<file path="config.mk">
export PLATFORM = sky130hd
export DESIGN_NAME = bus_arbiter
export DESIGN_NICKNAME = d
export VERILOG_FILES = /design/src/rtl/bus_arbiter.sv
export SDC_FILE = /design/constraint.sdc
export NUM_CORES = 1
export LEC_CHECK = 0
export BUFFER_PORTS_ARGS = -buffer_cell sky130_fd_sc_hd__buf_2
export CORE_ASPECT_RATIO = 1.75
export CORE_MARGIN = 2
export CORE_UTILIZATION = 29
export CTS_CLUSTER_DIAMETER = 80
export CTS_CLUSTER_SIZE = 16
export DETAILED_ROUTE_END_ITERATION = 12
export PLACE_DENSITY_LB_ADDON = 0.12
export REMOVE_ABC_BUFFERS = 1
export SKIP_CTS_REPAIR_TIMING = 1
export SLEW_MARGIN = 20
export SYNTH_ARGS = -nofsm -noshare
export SYNTH_HDL_FRONTEND = slang
export SYNTH_SLANG_ARGS = --single-unit
</file>
<file path="constraint.sdc">
create_clock -name clk -period 3.86 [get_ports clk]
set_clock_uncertainty 0.15 [all_clocks]
set_input_delay 0.772 -clock clk [delete_from_list [all_inputs] [get_ports clk]]
set_output_delay 0.772 -clock clk [all_outputs]
set_load 0.01 [all_outputs]
</file>
<file path="src/rtl/bus_arbiter.sv">
// bus_arbiter: N-master system bus arbiter with fixed or round-robin priority.
// Optional hold-timeout preemption is compiled in when BUS_ARB_TIMEOUT_EN is defined.
//
// state    | meaning
// ---------+------------------------------------------------
// ST_IDLE  | no grant; arbitrate on every edge with |req
// ST_OWN   | exactly one grant bit set; release on boundary

module bus_arbiter #(
  parameter int N        = 8,
  parameter int RR_MODE  = 1,
  parameter int HOLD_MAX = 16
) (
  input  logic                                  clk,
  input  logic                                  clr_n,
  input  logic [N-1:0]                          req,
  input  logic                                  BUS_req,
  input  logic                                  BUS_ready,
  output logic [N-1:0]                          grant,
  output logic [((N > 1) ? $clog2(N) : 1)-1:0]  owner,
  output logic                                  bus_busy,
  output logic                                  preempt
);

  localparam int OW = (N > 1) ? $clog2(N) : 1;
  localparam logic [OW:0]   N_W    = (OW+1)'(N);
  localparam logic [OW-1:0] LAST   = OW'(N - 1);
  localparam logic [OW-1:0] ONE_OW = OW'(1);

  if (N < 1 || N > 32 || HOLD_MAX < 1 || HOLD_MAX > 255) begin : g_param_check
    $error("bus_arbiter: N or HOLD_MAX out of range");
  end

  typedef enum logic {
    ST_IDLE = 1'b0,
    ST_OWN  = 1'b1
  } state_t;

  state_t          state_q, state_d;
  logic [N-1:0]    grant_d;
  logic [OW-1:0]   owner_d;
  logic [OW-1:0]   ptr_q, ptr_d;
  logic [OW-1:0]   sel_ptr;
  logic [N-1:0]    rot;
  logic [OW-1:0]   off;
  logic [OW:0]     sum;
  logic [OW-1:0]   win_idx;
  logic [OW-1:0]   ptr_next;
  logic            own_req;
  logic            boundary;
  logic            to_rel;

`ifdef BUS_ARB_TIMEOUT_EN
  localparam logic [7:0] HOLD_LIM  = 8'(HOLD_MAX);
  localparam logic [7:0] HOLD_TRIP = 8'(HOLD_MAX - 1);

  logic [7:0] hold_q, hold_d;
  logic       preempt_q, preempt_d;
  logic       others_req;

  assign others_req = |(req & ~grant);
  assign to_rel     = (hold_q >= HOLD_TRIP) && others_req;
  assign preempt    = preempt_q;
`else
  assign to_rel  = 1'b0;
  assign preempt = 1'b0;
`endif

  assign own_req  = |(req & grant);
  assign boundary = !BUS_req || BUS_ready;
  assign bus_busy = (state_q == ST_OWN);
  assign ptr_next = (owner == LAST) ? '0 : owner + ONE_OW;

  // Rotate requests so the search always starts at bit 0, then map the
  // lowest set offset back onto a master index modulo N.
  always_comb begin
    sel_ptr = (RR_MODE != 0) ? ptr_q : '0;
    rot     = N'({req, req} >> sel_ptr);
    off     = '0;
    for (int i = N - 1; i >= 0; i--) begin
      if (rot[i]) off = OW'(i);
    end
    sum = {1'b0, sel_ptr} + {1'b0, off};
    if (sum >= N_W) sum = sum - N_W;
    win_idx = sum[OW-1:0];
  end

  always_comb begin
    state_d = state_q;
    grant_d = grant;
    owner_d = owner;
    ptr_d   = ptr_q;
`ifdef BUS_ARB_TIMEOUT_EN
    hold_d    = hold_q;
    preempt_d = 1'b0;
`endif
    case (state_q)
      ST_IDLE: begin
        if (|req) begin
          state_d = ST_OWN;
          owner_d = win_idx;
          for (int i = 0; i < N; i++) begin
            grant_d[i] = (win_idx == OW'(i));
          end
`ifdef BUS_ARB_TIMEOUT_EN
          hold_d = '0;
`endif
        end
      end
      ST_OWN: begin
        if (boundary && (!own_req || to_rel)) begin
          state_d = ST_IDLE;
          grant_d = '0;
          ptr_d   = ptr_next;
`ifdef BUS_ARB_TIMEOUT_EN
          // Still requesting at release means the timeout forced it out.
          preempt_d = own_req;
`endif
        end else begin
`ifdef BUS_ARB_TIMEOUT_EN
          if (hold_q < HOLD_LIM) hold_d = hold_q + 8'd1;
`endif
        end
      end
      default: begin
        state_d = ST_IDLE;
        grant_d = '0;
      end
    endcase
  end

  always_ff @(posedge clk or negedge clr_n) begin
    if (!clr_n) begin
      state_q <= ST_IDLE;
      grant   <= '0;
      owner   <= '0;
      ptr_q   <= '0;
    end else begin
      state_q <= state_d;
      grant   <= grant_d;
      owner   <= owner_d;
      ptr_q   <= ptr_d;
    end
  end

`ifdef BUS_ARB_TIMEOUT_EN
  always_ff @(posedge clk or negedge clr_n) begin
    if (!clr_n) begin
      hold_q    <= '0;
      preempt_q <= 1'b0;
    end else begin
      hold_q    <= hold_d;
      preempt_q <= preempt_d;
    end
  end
`endif

endmodule

</file>
======== Word-level counts from Yosys, hierarchy flattened ========
Cells that the tools add are included.
word-level totals
  bits in writable memories ............... 0
  bits in registers ....................... 15
  output and inout port bits .............. 13
  memories kept ........................... 0
  bits in read-only memories .............. 0
  word-level logic and storage cells ...... 47
  bits of input ports ..................... 12
  bits in latches ......................... 0
operators by class
  shift-type cells ........................ 1
  multipliers ............................. 0
  order comparisons ....................... 1
  multiplexer cells ....................... 16
  div/mod/pow operators ................... 0
  bitwise gates (word level) .............. 2
  reduce and logical (&&, ||, !) cells .... 10
  add/subtract/negate cells ............... 3
  eq/ne operators ......................... 10
operators with widths
  cell                 number
  $mux 3               10
  $mux 8               2
  $pmux 8 s2           1
  $reduce_or 8->1      2
  $shr 16x3->8         1
  $eq 3x3->1 const B   5
  $and 8x8->8          1
  $eq 3x2->1 const B   2
  $reduce_and 2->1     3
  $add 3x3->4          1
  $ge 4x4->1 const B   1
  $add 3x1->3 const B  1
  $eq 3x1->1 const B   1
  $logic_not 3->1      1
  $sub 3x1->3 const B  1
  $logic_not 1->1      2
  $mux 1               2
  $ne 2x1->1 const B   1
  $ne 2x2->1 const B   1
  $pmux 1 s2           1
  $logic_and 1x1->1    1
  $logic_or 1x1->1     1
  $not 1->1            1

======== Logic depth before layout (Yosys ltp) ========
Gate-level depths: netlist of the first run.
  depth after elaboration ................. 15
  depth in mapped cells ................... 15
  mapped depth without buffers ............ 13

======== Worst setup path before layout of the first run ========
OpenSTA, ideal clock, no wires.
  path type ............................... input-to-reg
  from .................................... in req[6]
  to ...................................... reg grant[7]
  stages .................................. 14
  path buffers ............................ 1
  setup time .............................. 0.069 ns
  slack ................................... 0.340 ns
  arrival time ............................ 3.302 ns
  required time ........................... 3.641 ns
  cell sequence ........................... buf_2 -> mux4_2 -> a211oi_1 -> o21bai_1 -> a21oi_1 -> o21ai_1 -> o31ai_1 -> ha_1 -> inv_1 -> fa_1 -> or3b_1 -> nor2_1 -> nand3_1 -> nand3_1
between the ends
  longest elaborated chain between the ends .. 15
  elaborated cells on any way between the ends .. 24
  classes of those cells .................. add/sub: 2; order compare: 1; eq/ne: 3; shift: 1; mux: 11; bitwise: 1; reduce/logical: 5
RTL lines
  element                                    RTL line  RTL
  start, declared                            16        input logic [N-1:0] req,
  $shr 16x3->8                               78        rot = N'({req, req} >> sel_ptr);
  $mux 3 (8 in a row)                        81        if (rot[i]) off = OW'(i);
  $add 3x3->4                                83        sum = {1'b0, sel_ptr} + {1'b0, off};
  $ge 4x4->1 or $sub 3x1->3 (tied branches)  84        if (sum >= N_W) sum = sum - N_W;
  $mux 3                                     84
  $eq 3x3->1                                 103       grant_d[i] = (win_idx == OW'(i));
  $mux 8                                     99        if (|req) begin
  $pmux 8 s2                                 97        case (state_q)
  end signal, assigned                       140       grant <= grant_d;
  end, declared                              19        output logic [N-1:0] grant,
Parallel ways exist; a longest one is shown, timed or not. The select of a mux whose other input is x is not followed.
A chain may end at the register's enable or synchronous reset.

======== Final worst setup path of the first run ========
  from .................................... in req[2]
  to ...................................... reg grant[3]
between the ends
  longest elaborated chain between the ends .. 15
  elaborated cells on any way between the ends .. 24
  classes of those cells .................. add/sub: 2; order compare: 1; eq/ne: 3; shift: 1; mux: 11; bitwise: 1; reduce/logical: 5
RTL lines
  element                                    RTL line
  $shr 16x3->8                               78
  $mux 3 (8 in a row)                        81
  $add 3x3->4                                83
  $ge 4x4->1 or $sub 3x1->3 (tied branches)  84
  $mux 3                                     84
  $eq 3x2->1                                 103
  $mux 8                                     99
  $pmux 8 s2                                 97
Parallel ways exist; a longest one is shown, timed or not. The select of a mux whose other input is x is not followed.

==> results of run 1 <==
==> layout by cell type, fill, tap and decap left out, types with 3 or more instances in the layout <==
| cell type | count |
|---|---|
| buf_2 | 23 |
| nand3_1 | 18 |
| nand2_1 | 14 |
| dfrtp_1 | 14 |
| a21oi_1 | 11 |
| o21ai_0 | 8 |
| inv_1 | 8 |
| nor3_1 | 7 |
| o21ai_1 | 6 |
| buf_4 | 5 |
| nor2b_1 | 4 |
| mux4_2 | 3 |
| a22oi_1 | 3 |
| nor2_1 | 3 |
| mux2_1 | 3 |
| ha_1 | 3 |
| clkbuf_8 | 3 |
==> worst max-delay path: stages <==
cell	delay (ns)
buf_2	0.14
mux4_2	0.47
a211oi_1	0.25
o21bai_1	0.15
a21oi_1	0.08
o21ai_1	0.13
o31ai_1	0.10
ha_1	0.20
inv_1	0.06
fa_1	0.49
or3b_1	0.41
nor2_1	0.14
nand3_1	0.10
nand3_1	0.09
==> how the worst min path moves through the flow <==
stage          startpoint       end  cells past startpoint  slack [ns]
5_1_grt             clr_n  grant[0]                      1        0.30
3_3_place_gp     grant[6]  grant[6]                      2        0.38
3_5_place_dp     grant[6]  grant[6]                      2        0.38
6_report            clr_n  grant[0]                      1        0.27
2_1_floorplan       clr_n  bus_busy                      0        0.33
4_1_cts             clr_n  grant[0]                      1        0.29
==> through the flow <==
stage	setup WS, ns	hold slack (ns)	instance area [um2]	total power, mW
detailed placement	0.0659	0.378	1640	1.19
global route	0.0686	0.299	1680	1.43
floorplan	0.386	0.326	1420	0.920
global placement	0.164	0.375	1640	1.18
CTS	0.275	0.289	1680	1.32
finish	0.315	0.274	1680	1.32
==> Yosys cell counts, types with 2 or more instances <==
cell type / n / area share [%]
nand3_1: 18 / 6.0
dfrtp_1: 15 / 25
nand2_1: 14 / 3.5
a21oi_1: 11 / 3.7
inv_1: 8 / 2.0
o21ai_0: 8 / 2.7
nor3_1: 7 / 2.3
o21ai_1: 6 / 2.0
buf_4: 4 / 2.0
nor2b_1: 4 / 1.7
a22oi_1: 3 / 1.5
buf_6: 3 / 2.3
ha_1: 3 / 2.5
mux2_1: 3 / 2.3
mux4_2: 3 / 4.5
nor2_1: 3 / 0.75
a211oi_2: 2 / 1.7
a21oi_2: 2 / 1.2
mux2_2: 2 / 1.5
nand2b_1: 2 / 0.84
nor3_2: 2 / 1.3
nor4_1: 2 / 0.84
o31ai_1: 2 / 1.0
==> state kept, by name (all words and copies together) (netlist names) <==
signal	flops
grant	8
owner	3
ptr_q	3
bus_busy	1
==> cells by family after synthesis <==
kind of cell,synth area share [%]
XOR/XNOR,1.17
adder cells (fa/ha/maj),3.85
buffers and inverters,7.20
AO/OA/AOI/OAI,26.3
multiplexers,10.7
flip-flops,25.1
AND/OR/NAND/NOR,25.4
other,0.251
==> layer usage <==
layer / vias to the layer above / track usage, % / routed length [um]
met3: 6 / 1.18 / 153
met4: 0 / 6.62 / 100
met1: 654 / 18.6 / 1670
li1: 653 / - / -
met2: 33 / 29.2 / 2300
met5: - / 0 / 0
==> cell type report <==
type / count / area (um2) / share of cell area (%)
multi-input cells: 130 / 1010 / 60.0
inverters: 8 / 30.0 / 1.78
clock buffers: 3 / 41.3 / 2.45
repair buffers: 28 / 153 / 9.06
clock inverters: 1 / 5.00 / 0.297
flip-flops and latches: 15 / 377 / 22.4
well taps: 54 / 67.6 / 4.01
==> report_power, final <==
part / total (mW) / switching, mW / internal (mW)
clock: 0.130 / 0.0586 / 0.0714
combinational: 0.869 / 0.507 / 0.362
sequential: 0.316 / 0.0958 / 0.221
==> results.ini, run 1 <==
[run_status]
status=finished, final reports clean

[clock_tree]
cts_buffers=3
clock_path_buffers=2
cts_root_buf=clkbuf_8
clk_pin_slew_ns=0.07
clock-sinks=15
clock_latency_ns=0.25
cts_tree=done
h-tree-depth=1

[critical_path]
worstSetupEndpoint=grant[3]
path_max_fanout=7
cp.arrival_ns=3.58
crit_path_start=req[2]
worstSetupPathType=primary input to flip-flop
worstSetupStartpointType=primary input
worstReg2RegEnd=grant[3]
r2r_start=ptr_q[0]
cp_data_required_time_ns=3.90
worstSetupEndpointType=flip-flop
reg2reg_slack_ns=0.39
worst_r2r_path_depth=13

[timing]
slew_headroom_pct=55.6
hold_viol_final=0
rsz0062_at_grt=false
period_share_pct=91.8
period_needed_ns=3.54
final-max-slew-violation-count=0
tns_ns=0
worst_pin_slew_ns=0.658
fmax_mhz=282
finalSetupViolCount=0

[yosys]
synth_edf_count=0
syn_area_per_cell_um2=9.17
syn_area_um2=1490
synthCells=163
seq_area_frac_synth_pct=25.1
synth_seq_cells=15
synth.distinct_cells=59
async_flop_share_pct=100
yosysWarnings=0
ys.flop_type=dfrtp_1

[finish]
syn2layout_area_growth_pct=12.7
final_util_pct=33.8
nets=202
drive_above_1_share_pct=31.9
fillers=528
fin_cells=239
diodes=0

[place]
hpwl_um=3330
place_inst=235
port_buffers=23
gp_congestion=0.825

[die]
io_pins=25
die_h_um=98.9
fp.coreArea_um2=4980
initial_core_util_pct=30.0
die_x_um=58.3
dieArea_um2=5760
rows=34

[pwr]
powerDensity_nw_per_um2=781
p_leak_nw=0.705
ir_drop_mv=0.345

[min_path]
hold_path.class=primary input to asynchronous set/reset pin

[grt]
antenna_found_initial=0
grt_pass1_wl_um=7220
overflow=0
grt_start_max_net_pins=16
grt_use_total_pct=16.0
grt_pass1_vias=1453

[routing]
totalWireLength_um=4230
ant_nets=0
drtIter0Drc=45
wl_per_cell_um=17.7
vias=1346
viasPerCell=5.63
post-route-drc-count=0
dr.pass1.iters=4

[job]
cap_violations=0

Note: power is estimated with default switching activity, not from simulation.
==> run 2: changes to the inputs <==
Settings changed: PLACE_DENSITY_LB_ADDON 0.12 to unset.
==> run 2 against run 1 <==
  * Global-route usage is 1.2 points lower
  * Hold slack worse by 0.0070 ns
  * Sequential share of layout area is 0.16 points lower
  * Die area stayed put
  * Clock power hardly changed
  * Critical path depth stayed put
  * Final cell count is 0.42% higher
  * Non-clock buffer count is 1 higher
  * Setup slack worse by 0.0044 ns
==> results.ini, run 2 (same netlist as run 1, synthesis figures left out) <==
[die]
rows=34
initial_core_util_pct=30.0
io_pins=25
fp.coreArea_um2=4980
die_h_um=98.9
die_x_um=58.3
dieArea_um2=5760

[critical_path]
worstSetupStartpointType=primary input
worstSetupPathType=primary input to flip-flop
cp_data_required_time_ns=3.90
path_max_fanout=10
cp.arrival_ns=3.59
worstSetupEndpointType=flip-flop

[grt]
grt_use_total_pct=14.8
grt_pass1_vias=1375
grt_start_max_net_pins=16
antenna_found_initial=0
overflow=0
grt_pass1_wl_um=6540

[pwr]
p_comb_share_pct=66.6
ir_drop_mv=0.386
p_seq_share_pct=23.3
powerDensity_nw_per_um2=764
p_leak_nw=0.711
p_sw_mw=0.631
swShare_pct=48.9
clkPwrFrac_pct=10.1
p_int_mw=0.660

[place]
port_buffers=23
hpwl_um=3160
gp_congestion=0.831

[min_path]
hold_path.class=primary input to asynchronous set/reset pin

[job]
cap_violations=0

[clock_tree]
h-tree-depth=1
clock_latency_ns=0.25
clock_path_buffers=2
clk_pin_slew_ns=0.07
cts_tree=done
cts_buffers=3
cts_root_buf=clkbuf_8
clock-sinks=15

[finish]
drive_above_1_share_pct=31.7
mostFrequentLayoutCell=buf_2
reg.largest.list=grant (8), owner (3), ptr_q (3)
largest_reg_flops=8
nets=203
top_register=grant
final_util_pct=34.0
layout_common_cells=23 x buf_2, 18 x nand3_1, 15 x dfrtp_1, 14 x nand2_1, 11 x a21oi_1
diodes=0
syn2layout_area_growth_pct=13.1

[timing]
final-max-slew-violation-count=0
finalSetupViolCount=0
tns_ns=0
fmax_mhz=282
rsz0062_at_grt=false
slew_headroom_pct=55.0
period_needed_ns=3.55
period_share_pct=91.9
worst_pin_slew_ns=0.667
hold_viol_final=0

[routing]
post-route-drc-count=0
wl_per_cell_um=16.1
dr.pass1.iters=4
vias=1334
viasPerCell=5.56
totalWireLength_um=3870
ant_nets=0
drtIter0Drc=37

[run_status]
status=finished, final reports clean

-- run 2: per-stage QoR --
stage                     cell area [um2]  hold slack, ns  power (mW)  cells  worst slack (ns)
after floorplan                      1420           0.326       0.920    153             0.386
after global placement               1640           0.367        1.17    236             0.125
after detailed placement             1640           0.375        1.17    236            0.0901
after CTS                            1690           0.280        1.31    240             0.330
after global routing                 1690           0.297        1.43    240             0.149
final                                1690           0.267        1.29    240             0.311
-- run 2: cell type report --
class / count / area, um2
Clock buffer: 3 / 41.3
Clock inverter: 1 / 5.00
Fill cell: 517 / 3290
Inverter: 8 / 30.0
Multi-Input combinational cell: 130 / 1010
Sequential cell: 15 / 375
Tap cell: 54 / 67.6
Timing Repair Buffer: 29 / 160
-- run 2: path summary, 6_finish.rpt --
| check | start | end | slack [ns] | cells past startpoint |
|---|---|---|---|---|
| hold / removal | clr_n | grant[5] | 0.27 | 1 |
| min in group clk | grant[0] | grant[0] | 0.39 | 2 |
| setup / recovery | req[6] | grant[7] | 0.31 | 14 |
| hold reg to reg | grant[0] | grant[0] | 0.39 | 2 |
| max in group asynchronous | clr_n | ptr_q[1] | 3.03 | 1 |
| setup reg to reg | ptr_q[0] | grant[7] | 0.39 | 13 |
-- run 2: worst max-delay path, cell delays in order --
cell and delay, ns:
buf_2 0.17, mux4_2 0.47, a211oi_1 0.24, o21bai_1 0.16, a21oi_1 0.09, o21ai_1 0.12
o31ai_1 0.08, ha_1 0.20, inv_1 0.06, fa_1 0.48, or3b_1 0.40, nor2_1 0.15
nand3_1 0.09, nand3_1 0.10
-- run 2: power groups by stage --
| stage | combinational, mW | sequential [mW] | clock [mW] |
|---|---|---|---|
| final | 0.860 | 0.301 | 0.130 |
| after global placement | 0.866 | 0.303 | 0 |
| after floorplan | 0.585 | 0.336 | 0 |
| after CTS | 0.872 | 0.302 | 0.134 |
| after global routing | 0.974 | 0.312 | 0.140 |
| after detailed placement | 0.868 | 0.306 | 0 |
-- run 2: routing by layer --
layer,vias to the layer above,track usage (%),share of wire [%]
met3,15,2.76,3.7
met1,636,15.3,38
met4,0,8.41,4.2
met2,29,26.8,54
met5,-,0,0
li1,654,-,-
